===== src/rtl/lsu_ctrl_if.sv =====
// Handshake and RAM bus bundle for lsu_ctrl: request from execute,
// response to writeback, and the data RAM access port.
interface lsu_ctrl_if;
  logic        req_valid;
  logic        req_ready;
  logic        req_we;
  logic [2:0]  req_funct3;
  logic [31:0] req_addr;
  logic [31:0] req_wdata;
  logic [4:0]  req_rd;

  logic        resp_valid;
  logic        resp_ready;
  logic [31:0] resp_rdata;
  logic [4:0]  resp_rd;
  logic        resp_fault;

  logic        ram_wr_en;
  logic        ram_rd_en;
  logic [31:0] ram_addr;
  logic [2:0]  ram_rw_type;
  logic [31:0] ram_dat_i;
  logic [31:0] ram_dat_o;

  modport slave (
    input  req_valid, req_we, req_funct3,
    input  req_addr, req_wdata, req_rd,
    input  resp_ready, ram_dat_o,
    output req_ready,
    output resp_valid, resp_rdata, resp_rd, resp_fault,
    output ram_wr_en, ram_rd_en, ram_addr,
    output ram_rw_type, ram_dat_i
  );

  modport master (
    output req_valid, req_we, req_funct3,
    output req_addr, req_wdata, req_rd,
    output resp_ready, ram_dat_o,
    input  req_ready,
    input  resp_valid, resp_rdata, resp_rd, resp_fault,
    input  ram_wr_en, ram_rd_en, ram_addr,
    input  ram_rw_type, ram_dat_i
  );
endinterface


===== src/rtl/lsu_ctrl.sv =====
// Load/store control: validates requests, runs one RAM access, returns
// a registered result. Ports: clk, rst_n, bus (lsu_ctrl_if.slave).
// Optional macro LSU_MISALIGN_SPLIT_EN: misaligned loads use two word reads.
module lsu_ctrl #(
  parameter int unsigned MEM_BYTES = 1024
) (
  input logic       clk,
  input logic       rst_n,
  lsu_ctrl_if.slave bus
);

  typedef enum logic [1:0] {
    IDLE   = 2'd0,
    ACCESS = 2'd1,
    RESP   = 2'd2
`ifdef LSU_MISALIGN_SPLIT_EN
    , ACCESS_HI = 2'd3
`endif
  } state_e;

  state_e      state_q;
  logic        resp_valid_q;
  logic        resp_fault_q;
  logic [31:0] resp_rdata_q;
  logic [4:0]  resp_rd_q;
  logic        ram_wr_en_q;
  logic        ram_rd_en_q;
  logic [31:0] ram_addr_q;
  logic [2:0]  ram_rw_type_q;
  logic [31:0] ram_dat_i_q;

  logic        illegal;
  logic        mis;
  logic        mis_fault;
  logic        oor;
  logic        fault;
  logic        split;
  logic [32:0] span;
  logic [32:0] last_b;

  // Request check, evaluated on the raw request while in IDLE
  always_comb begin
    illegal = (bus.req_funct3 == 3'b011) ||
              (bus.req_funct3 == 3'b110) ||
              (bus.req_funct3 == 3'b111) ||
              (bus.req_we && bus.req_funct3[2]);
    mis = ((bus.req_funct3[1:0] == 2'b01) && bus.req_addr[0]) ||
          ((bus.req_funct3[1:0] == 2'b10) &&
           (bus.req_addr[1:0] != 2'b00));
    unique case (bus.req_funct3[1:0])
      2'b00:   span = 33'd0;
      2'b01:   span = 33'd1;
      default: span = 33'd3;
    endcase
    // 33-bit sum so addresses near 2^32 cannot wrap into range
    last_b = {1'b0, bus.req_addr} + span;
    oor    = last_b >= 33'(MEM_BYTES);
`ifdef LSU_MISALIGN_SPLIT_EN
    split     = mis && !bus.req_we && !illegal;
    mis_fault = mis && bus.req_we;
`else
    split     = 1'b0;
    mis_fault = mis;
`endif
    fault = illegal || mis_fault || oor;
  end

`ifdef LSU_MISALIGN_SPLIT_EN
  logic        split_q;
  logic [1:0]  ofs_q;
  logic [2:0]  f3_q;
  logic [31:0] lo_q;
  logic [31:0] win;
  logic [31:0] split_res;

  // hi word arrives on ram_dat_o during ACCESS_HI
  always_comb begin
    win = 32'({bus.ram_dat_o, lo_q} >> {ofs_q, 3'b000});
    split_res = win;
    case (f3_q)
      3'b000:  split_res = {{24{win[7]}}, win[7:0]};
      3'b001:  split_res = {{16{win[15]}}, win[15:0]};
      3'b100:  split_res = {24'd0, win[7:0]};
      3'b101:  split_res = {16'd0, win[15:0]};
      default: split_res = win;
    endcase
  end
`endif

  always_ff @(posedge clk or negedge rst_n) begin
    if (!rst_n) begin
      state_q       <= IDLE;
      resp_valid_q  <= 1'b0;
      resp_fault_q  <= 1'b0;
      resp_rdata_q  <= 32'd0;
      resp_rd_q     <= 5'd0;
      ram_wr_en_q   <= 1'b0;
      ram_rd_en_q   <= 1'b0;
      ram_addr_q    <= 32'd0;
      ram_rw_type_q <= 3'd0;
      ram_dat_i_q   <= 32'd0;
`ifdef LSU_MISALIGN_SPLIT_EN
      split_q       <= 1'b0;
      ofs_q         <= 2'd0;
      f3_q          <= 3'd0;
      lo_q          <= 32'd0;
`endif
    end else begin
      case (state_q)
        IDLE: begin
          if (bus.req_valid) begin
            resp_rd_q    <= bus.req_rd;
            resp_rdata_q <= 32'd0;
            resp_fault_q <= fault;
            if (fault) begin
              resp_valid_q <= 1'b1;
              state_q      <= RESP;
            end else begin
              ram_wr_en_q   <= bus.req_we;
              ram_rd_en_q   <= !bus.req_we;
              ram_addr_q    <= bus.req_addr;
              ram_rw_type_q <= bus.req_funct3;
              ram_dat_i_q   <= bus.req_wdata;
              state_q       <= ACCESS;
`ifdef LSU_MISALIGN_SPLIT_EN
              split_q <= split;
              ofs_q   <= bus.req_addr[1:0];
              f3_q    <= bus.req_funct3;
              if (split) begin
                ram_addr_q    <= {bus.req_addr[31:2], 2'b00};
                ram_rw_type_q <= 3'b010;
              end
`endif
            end
          end
        end
        ACCESS: begin
          ram_wr_en_q <= 1'b0;
`ifdef LSU_MISALIGN_SPLIT_EN
          if (split_q) begin
            lo_q       <= bus.ram_dat_o;
            ram_addr_q <= ram_addr_q + 32'd4;
            state_q    <= ACCESS_HI;
          end else
`endif
          begin
            ram_rd_en_q <= 1'b0;
            if (ram_rd_en_q) begin
              resp_rdata_q <= bus.ram_dat_o;
            end
            resp_valid_q <= 1'b1;
            state_q      <= RESP;
          end
        end
`ifdef LSU_MISALIGN_SPLIT_EN
        ACCESS_HI: begin
          ram_rd_en_q  <= 1'b0;
          resp_rdata_q <= split_res;
          resp_valid_q <= 1'b1;
          state_q      <= RESP;
        end
`endif
        RESP: begin
          if (bus.resp_ready) begin
            resp_valid_q <= 1'b0;
            state_q      <= IDLE;
          end
        end
        default: state_q <= IDLE;
      endcase
    end
  end

  assign bus.req_ready   = (state_q == IDLE);
  assign bus.resp_valid  = resp_valid_q;
  assign bus.resp_rdata  = resp_rdata_q;
  assign bus.resp_rd     = resp_rd_q;
  assign bus.resp_fault  = resp_fault_q;
  assign bus.ram_wr_en   = ram_wr_en_q;
  assign bus.ram_rd_en   = ram_rd_en_q;
  assign bus.ram_addr    = ram_addr_q;
  assign bus.ram_rw_type = ram_rw_type_q;
  assign bus.ram_dat_i   = ram_dat_i_q;

endmodule


===== src/flat_wrapper.sv =====
// flat-port wrapper written by rule: the top's interface ports become plain ports
module lsu_ctrl_flat 
#(
  parameter int unsigned MEM_BYTES = 1024
)
  (clk, rst_n, bus_req_valid, bus_req_we, bus_req_funct3, bus_req_addr, bus_req_wdata, bus_req_rd, bus_resp_ready, bus_ram_dat_o, bus_req_ready, bus_resp_valid, bus_resp_rdata, bus_resp_rd, bus_resp_fault, bus_ram_wr_en, bus_ram_rd_en, bus_ram_addr, bus_ram_rw_type, bus_ram_dat_i);
  lsu_ctrl_if bus_i ();
  input logic clk;
  input logic rst_n;
  input wire logic [$bits(bus_i.req_valid)-1:0] bus_req_valid;
  input wire logic [$bits(bus_i.req_we)-1:0] bus_req_we;
  input wire logic [$bits(bus_i.req_funct3)-1:0] bus_req_funct3;
  input wire logic [$bits(bus_i.req_addr)-1:0] bus_req_addr;
  input wire logic [$bits(bus_i.req_wdata)-1:0] bus_req_wdata;
  input wire logic [$bits(bus_i.req_rd)-1:0] bus_req_rd;
  input wire logic [$bits(bus_i.resp_ready)-1:0] bus_resp_ready;
  input wire logic [$bits(bus_i.ram_dat_o)-1:0] bus_ram_dat_o;
  output wire logic [$bits(bus_i.req_ready)-1:0] bus_req_ready;
  output wire logic [$bits(bus_i.resp_valid)-1:0] bus_resp_valid;
  output wire logic [$bits(bus_i.resp_rdata)-1:0] bus_resp_rdata;
  output wire logic [$bits(bus_i.resp_rd)-1:0] bus_resp_rd;
  output wire logic [$bits(bus_i.resp_fault)-1:0] bus_resp_fault;
  output wire logic [$bits(bus_i.ram_wr_en)-1:0] bus_ram_wr_en;
  output wire logic [$bits(bus_i.ram_rd_en)-1:0] bus_ram_rd_en;
  output wire logic [$bits(bus_i.ram_addr)-1:0] bus_ram_addr;
  output wire logic [$bits(bus_i.ram_rw_type)-1:0] bus_ram_rw_type;
  output wire logic [$bits(bus_i.ram_dat_i)-1:0] bus_ram_dat_i;
  assign bus_i.req_valid = bus_req_valid;
  assign bus_i.req_we = bus_req_we;
  assign bus_i.req_funct3 = bus_req_funct3;
  assign bus_i.req_addr = bus_req_addr;
  assign bus_i.req_wdata = bus_req_wdata;
  assign bus_i.req_rd = bus_req_rd;
  assign bus_i.resp_ready = bus_resp_ready;
  assign bus_i.ram_dat_o = bus_ram_dat_o;
  assign bus_req_ready = bus_i.req_ready;
  assign bus_resp_valid = bus_i.resp_valid;
  assign bus_resp_rdata = bus_i.resp_rdata;
  assign bus_resp_rd = bus_i.resp_rd;
  assign bus_resp_fault = bus_i.resp_fault;
  assign bus_ram_wr_en = bus_i.ram_wr_en;
  assign bus_ram_rd_en = bus_i.ram_rd_en;
  assign bus_ram_addr = bus_i.ram_addr;
  assign bus_ram_rw_type = bus_i.ram_rw_type;
  assign bus_ram_dat_i = bus_i.ram_dat_i;
  lsu_ctrl #(.MEM_BYTES(MEM_BYTES)) u_core (.clk(clk), .rst_n(rst_n), .bus(bus_i));
endmodule

===== config.mk =====
export PLATFORM = sky130hd
export DESIGN_NAME = lsu_ctrl_flat
export DESIGN_NICKNAME = d
export VERILOG_FILES = /design/src/rtl/lsu_ctrl_if.sv /design/src/rtl/lsu_ctrl.sv /design/src/flat_wrapper.sv
export SDC_FILE = /design/constraint.sdc
export NUM_CORES = 1
export LEC_CHECK = 0
export CAP_MARGIN = 20
export CORE_MARGIN = 3
export CORE_UTILIZATION = 43
export DETAILED_ROUTE_END_ITERATION = 8
export PLACE_DENSITY = 0.86
export SLEW_MARGIN = 15
export SYNTH_ARGS = -nofsm -noshare
export SYNTH_HDL_FRONTEND = slang
export SYNTH_SLANG_ARGS = --single-unit

===== constraint.sdc =====
create_clock -name clk -period 2.8 [get_ports clk]
set_input_delay 0.28 -clock clk [delete_from_list [all_inputs] [get_ports clk]]
set_output_delay 0.28 -clock clk [all_outputs]
set_load 0.1 [all_outputs]

==> results.md <==
- Status: finished, final reports clean
- Starting Density: 45.3%
- Root Buffer: clkbuf_16
- Cell Int Power: 2.61 mW
- Average routed wire per standard cell: 18.2 um
- Io pins: 218
- Layout area overhead: 57.2%
- Number of global-route vias before repair: 4,543
- Final GP Congestion: 0.830
- Crit-path cells: buf_6 -> or2_4 -> ha_4 -> fa_2 -> nand4_1 -> buf_4 -> nor4_4 -> a311o_1 -> a211oi_2 -> buf_4 -> nand4_4 -> buf_6 -> clkbuf_16 -> mux2_4
- Post-Synth Simple-Gate Area: roughly 19%
- Die width: 114 um
- CP max stage delay: 0.37 ns
- Met2 Use GR: 40.7%
- # H-tree levels: 3
- Final #Nets: 802
- Share of layout cells above drive strength 1: 37.7%
- Met1 GRT Util: 24.8%
- Core Util, Final: 71.2%
- Setup violators final: 0
- Fin worst setup slack: approximately 0.035 ns
- CTS tree: done
- Mapped Avg Cell Area: 12.0 um^2
- Largest family of logic cells by synthesized area: simple AND/OR/NAND/NOR gates
- Mux contribution to synthesized area: ~15%
- Initial antenna violation count: 0
- Seq/Total Area, Yosys: 54.4%
- Sequential share of power: 41.8%
- Combinational Power Share: 27.8%
- Yosys cell types: just under 50
- DRC: 0
- Worst VDD drop: 0.848 mV
- CTS sink count: 110
- Pin count of the biggest net entering global routing: 57
- Net Sw Power: 1.39 mW
- CTS Buffer Depth: 2
- Critical path required time: 3.04 ns
- Mapped Area: 5060 um^2
- Area of the multi-input gates: 2190 um^2
- Hold Vio Cnt, Final: 0
- Clock Pin Slew Worst Setup and Hold Paths: about 0.07 ns
- WL final: 15,100 um
- Static leakage: 4.26 nW
- Die height: 114 um
- Post-synthesis adder-cell area fraction: 1.63%
- Compound-Gate Fraction of Synth Area: 6.08%
- DP Cell Count: 803
- Max cap viols: 0
- Reg-to-reg startpoint: u_core.state_q[1]$_DFFE_PN0P_
- Die area: 13,100 um^2
- Worst Clk Skew: 0.00617 ns
- Tot Pwr: between 4 and 5 mW
- Post-DR vias/cell: 5.22
- Critical Path AT: approximately 3.0 ns
- TritonCTS Buffers: 9
- DP HPWL: 10,700 um
- Hold crit path type: in -> reg
- Fmax achieved: 362 MHz
- CP max stage cell: a311o_1
- Fin. max-slew vios: 0
- Slew @ Worst Pin: 0.698 ns
- Pre-CTS setup slack: -0.593 ns
- Fin crit period: about 2.8 ns
- Setup TNS: 0 ns
- Fin cells: around 830
- Rows: 38
- DRT iter0 DRCs: ~290
- Dpl cell area: 7390 um^2
- CP Max Fanout: 8
- CP startpoint kind: input port
- Hold path startpoint: bus_req_addr[7]
- Switching share of power: a little over a third
- Sequential cell area: about 2800 um^2
- Slew HR: 53.5%
- Post-Synthesis Net Count: 535
- Crit path launch: bus_req_funct3[1]
- Pwr Density: 503 nW/um^2
- Fin crit share: 98.8%
- Yosys warnings: 0
- Cells after Synth: 420
- Crit path kind: in -> reg
- Core area: about 11,000 um^2
- Grt peak-use layer: met2
- Antenna Nets Post-Route: 0
- Flops & latches, synth: 110
- Hold Worst Slack: 0.252 ns
- Inserted Diodes: 0
- Fillers: 792
- Crit path capture type: register
- Overflow after GRT: 0
- Synth Area in XOR/XNOR: 0.173%
- Clk pwr share: 30.4%
- Via count: between 4k and 5k
- Final Cell Area: 7950 um^2
- Initial DRT Pass Iterations: 4
- First-pass GRT wire length: between 20,000 and 25,000 um
- RSZ-0062 raised after global routing: true
- Met3 usage: 6.92%
- Number of port buffers: 217
- Clock latency on the worst-skew pair: around 0.35 ns
- All-Layer GR Usage: 22.3%
-- cell usage in the layout (no fill, tap or decap), types with 5 or more instances in the layout --
master	n
nor2_1	9
clkbuf_16	10
o211ai_1	5
mux2_2	10
a21oi_1	5
dlymetal6s2s_1	7
nand3_1	35
nand4_1	8
inv_1	10
buf_4	156
nand2_1	69
and2_1	24
mux2_4	40
and3_1	6
clkdlybuf4s50_1	96
dfrtp_1	110
buf_6	5
-- sequential cells by signal, indices dropped and copies added (netlist names), 2 cells and up --
register                cells
u_core.state_q              2
u_core.bus.ram_dat_i       32
u_core.bus.resp_rd          5
u_core.bus.ram_addr        32
u_core.bus.ram_rw_type      3
u_core.bus.resp_rdata      32
-- cells in the mapped netlist (all sizes together) --
| library cell | number | area [um^2] |
|---|---|---|
| a2111o | 1 | 11.3 |
| o21ai | 2 | 10.0 |
| ha | 5 | 62.6 |
| and3 | 6 | 37.5 |
| nor4 | 5 | 82.6 |
| buf | 9 | 108 |
| or2 | 3 | 18.8 |
| nor3b | 4 | 30.0 |
| inv | 10 | 37.5 |
| nor2 | 11 | 41.3 |
| o22ai | 1 | 6.26 |
| and2 | 25 | 156 |
| nand2b | 3 | 18.8 |
| o311a | 2 | 20.0 |
| nor3 | 5 | 25.0 |
| o211ai | 5 | 37.5 |
| a311oi | 1 | 8.76 |
| a221oi | 1 | 8.76 |
| o211a | 4 | 40.0 |
| a31o | 1 | 8.76 |
| o31ai | 1 | 7.51 |
| nand3 | 36 | 185 |
| a211oi | 6 | 45.0 |
| and4 | 2 | 17.5 |
| xnor2 | 1 | 8.76 |
| a2111oi | 1 | 27.5 |
| a21oi | 5 | 25.0 |
| a311o | 1 | 10.0 |
| nand2 | 70 | 263 |
| mux2 | 50 | 713 |
| fa | 1 | 20.0 |
| mux2i | 3 | 30.0 |
| a21boi | 2 | 15.0 |
| or4 | 1 | 7.51 |
| nor2b | 1 | 6.26 |
| nand4 | 11 | 87.6 |
| dfrtp | 110 | 2750 |
| clkbuf | 11 | 41.3 |
| o2111ai | 3 | 26.3 |
-- kinds of logic after synthesis --
family,after synthesis
compound gates,37
xor+xnor,1
fa+ha+maj,6
buf+inv,30
flops,110
mux,53
simple gates,183
-- worst max-delay path, delay by kind of cell --
kind	cells	cell delay, ns
AOI/OAI and AO/OA	2	0.60
adders and majority gates	2	0.48
buffers and inverters	5	0.76
muxes	1	0.29
and+or+nand+nor	4	0.58
-- per-layer routing --
metal	vias to the layer above	wire length, um
met5	-	0
met4	0	345
met3	25	1350
met2	180	7880
met1	2130	5560
li1	2007	-
-- cell type report --
type | instances | share of cell area (%)
inverter | 10 | 0.472
timing repair buffer | 276 | 31.6
clock inverter | 7 | 0.724
tap | 140 | 2.20
clock buffer | 9 | 2.83
sequential | 110 | 34.6
multi-input combinational | 280 | 27.5
-- path summary, 6_finish.rpt --
kind,end,cells past startpoint,slack (ns)
worst max-delay path,u_core.bus.ram_addr[1]$_DFFE_PN0P_,14,0.03
worst min-delay path,u_core.bus.ram_addr[7]$_DFFE_PN0P_,2,0.25
worst max register to register,u_core.bus.ram_addr[1]$_DFFE_PN0P_,9,0.39
worst min register to register,u_core.bus.resp_rdata[10]$_DFFE_PN0P_,2,0.47
max in group asynchronous,u_core.bus.ram_addr[23]$_DFFE_PN0P_,3,1.53
min in group asynchronous,u_core.bus.ram_dat_i[31]$_DFFE_PN0P_,2,0.52
-- power groups by stage --
stage	sequential, mW	clock (mW)	combinational, mW
2_1_floorplan	2.02	0	0.364
3_3_place_gp	1.70	0	1.09
3_5_place_dp	1.70	0	1.11
4_1_cts	1.67	1.25	1.12
5_1_grt	1.68	1.31	1.17
6_report	1.67	1.22	1.11
-- repair_timing --
| action | CTS | global route |
|---|---|---|
| resized for setup | 26 | 17 |
| endpoints found under the setup margin | 73 | 73 |
| pin swaps | 11 | 17 |
| hold buffers | 1 | 0 |
| setup buffers | 7 | 3 |
| endpoints found under the hold margin | 44 | 0 |
| gates cloned | 4 | 1 |
(Power assumes the default switching activity.)
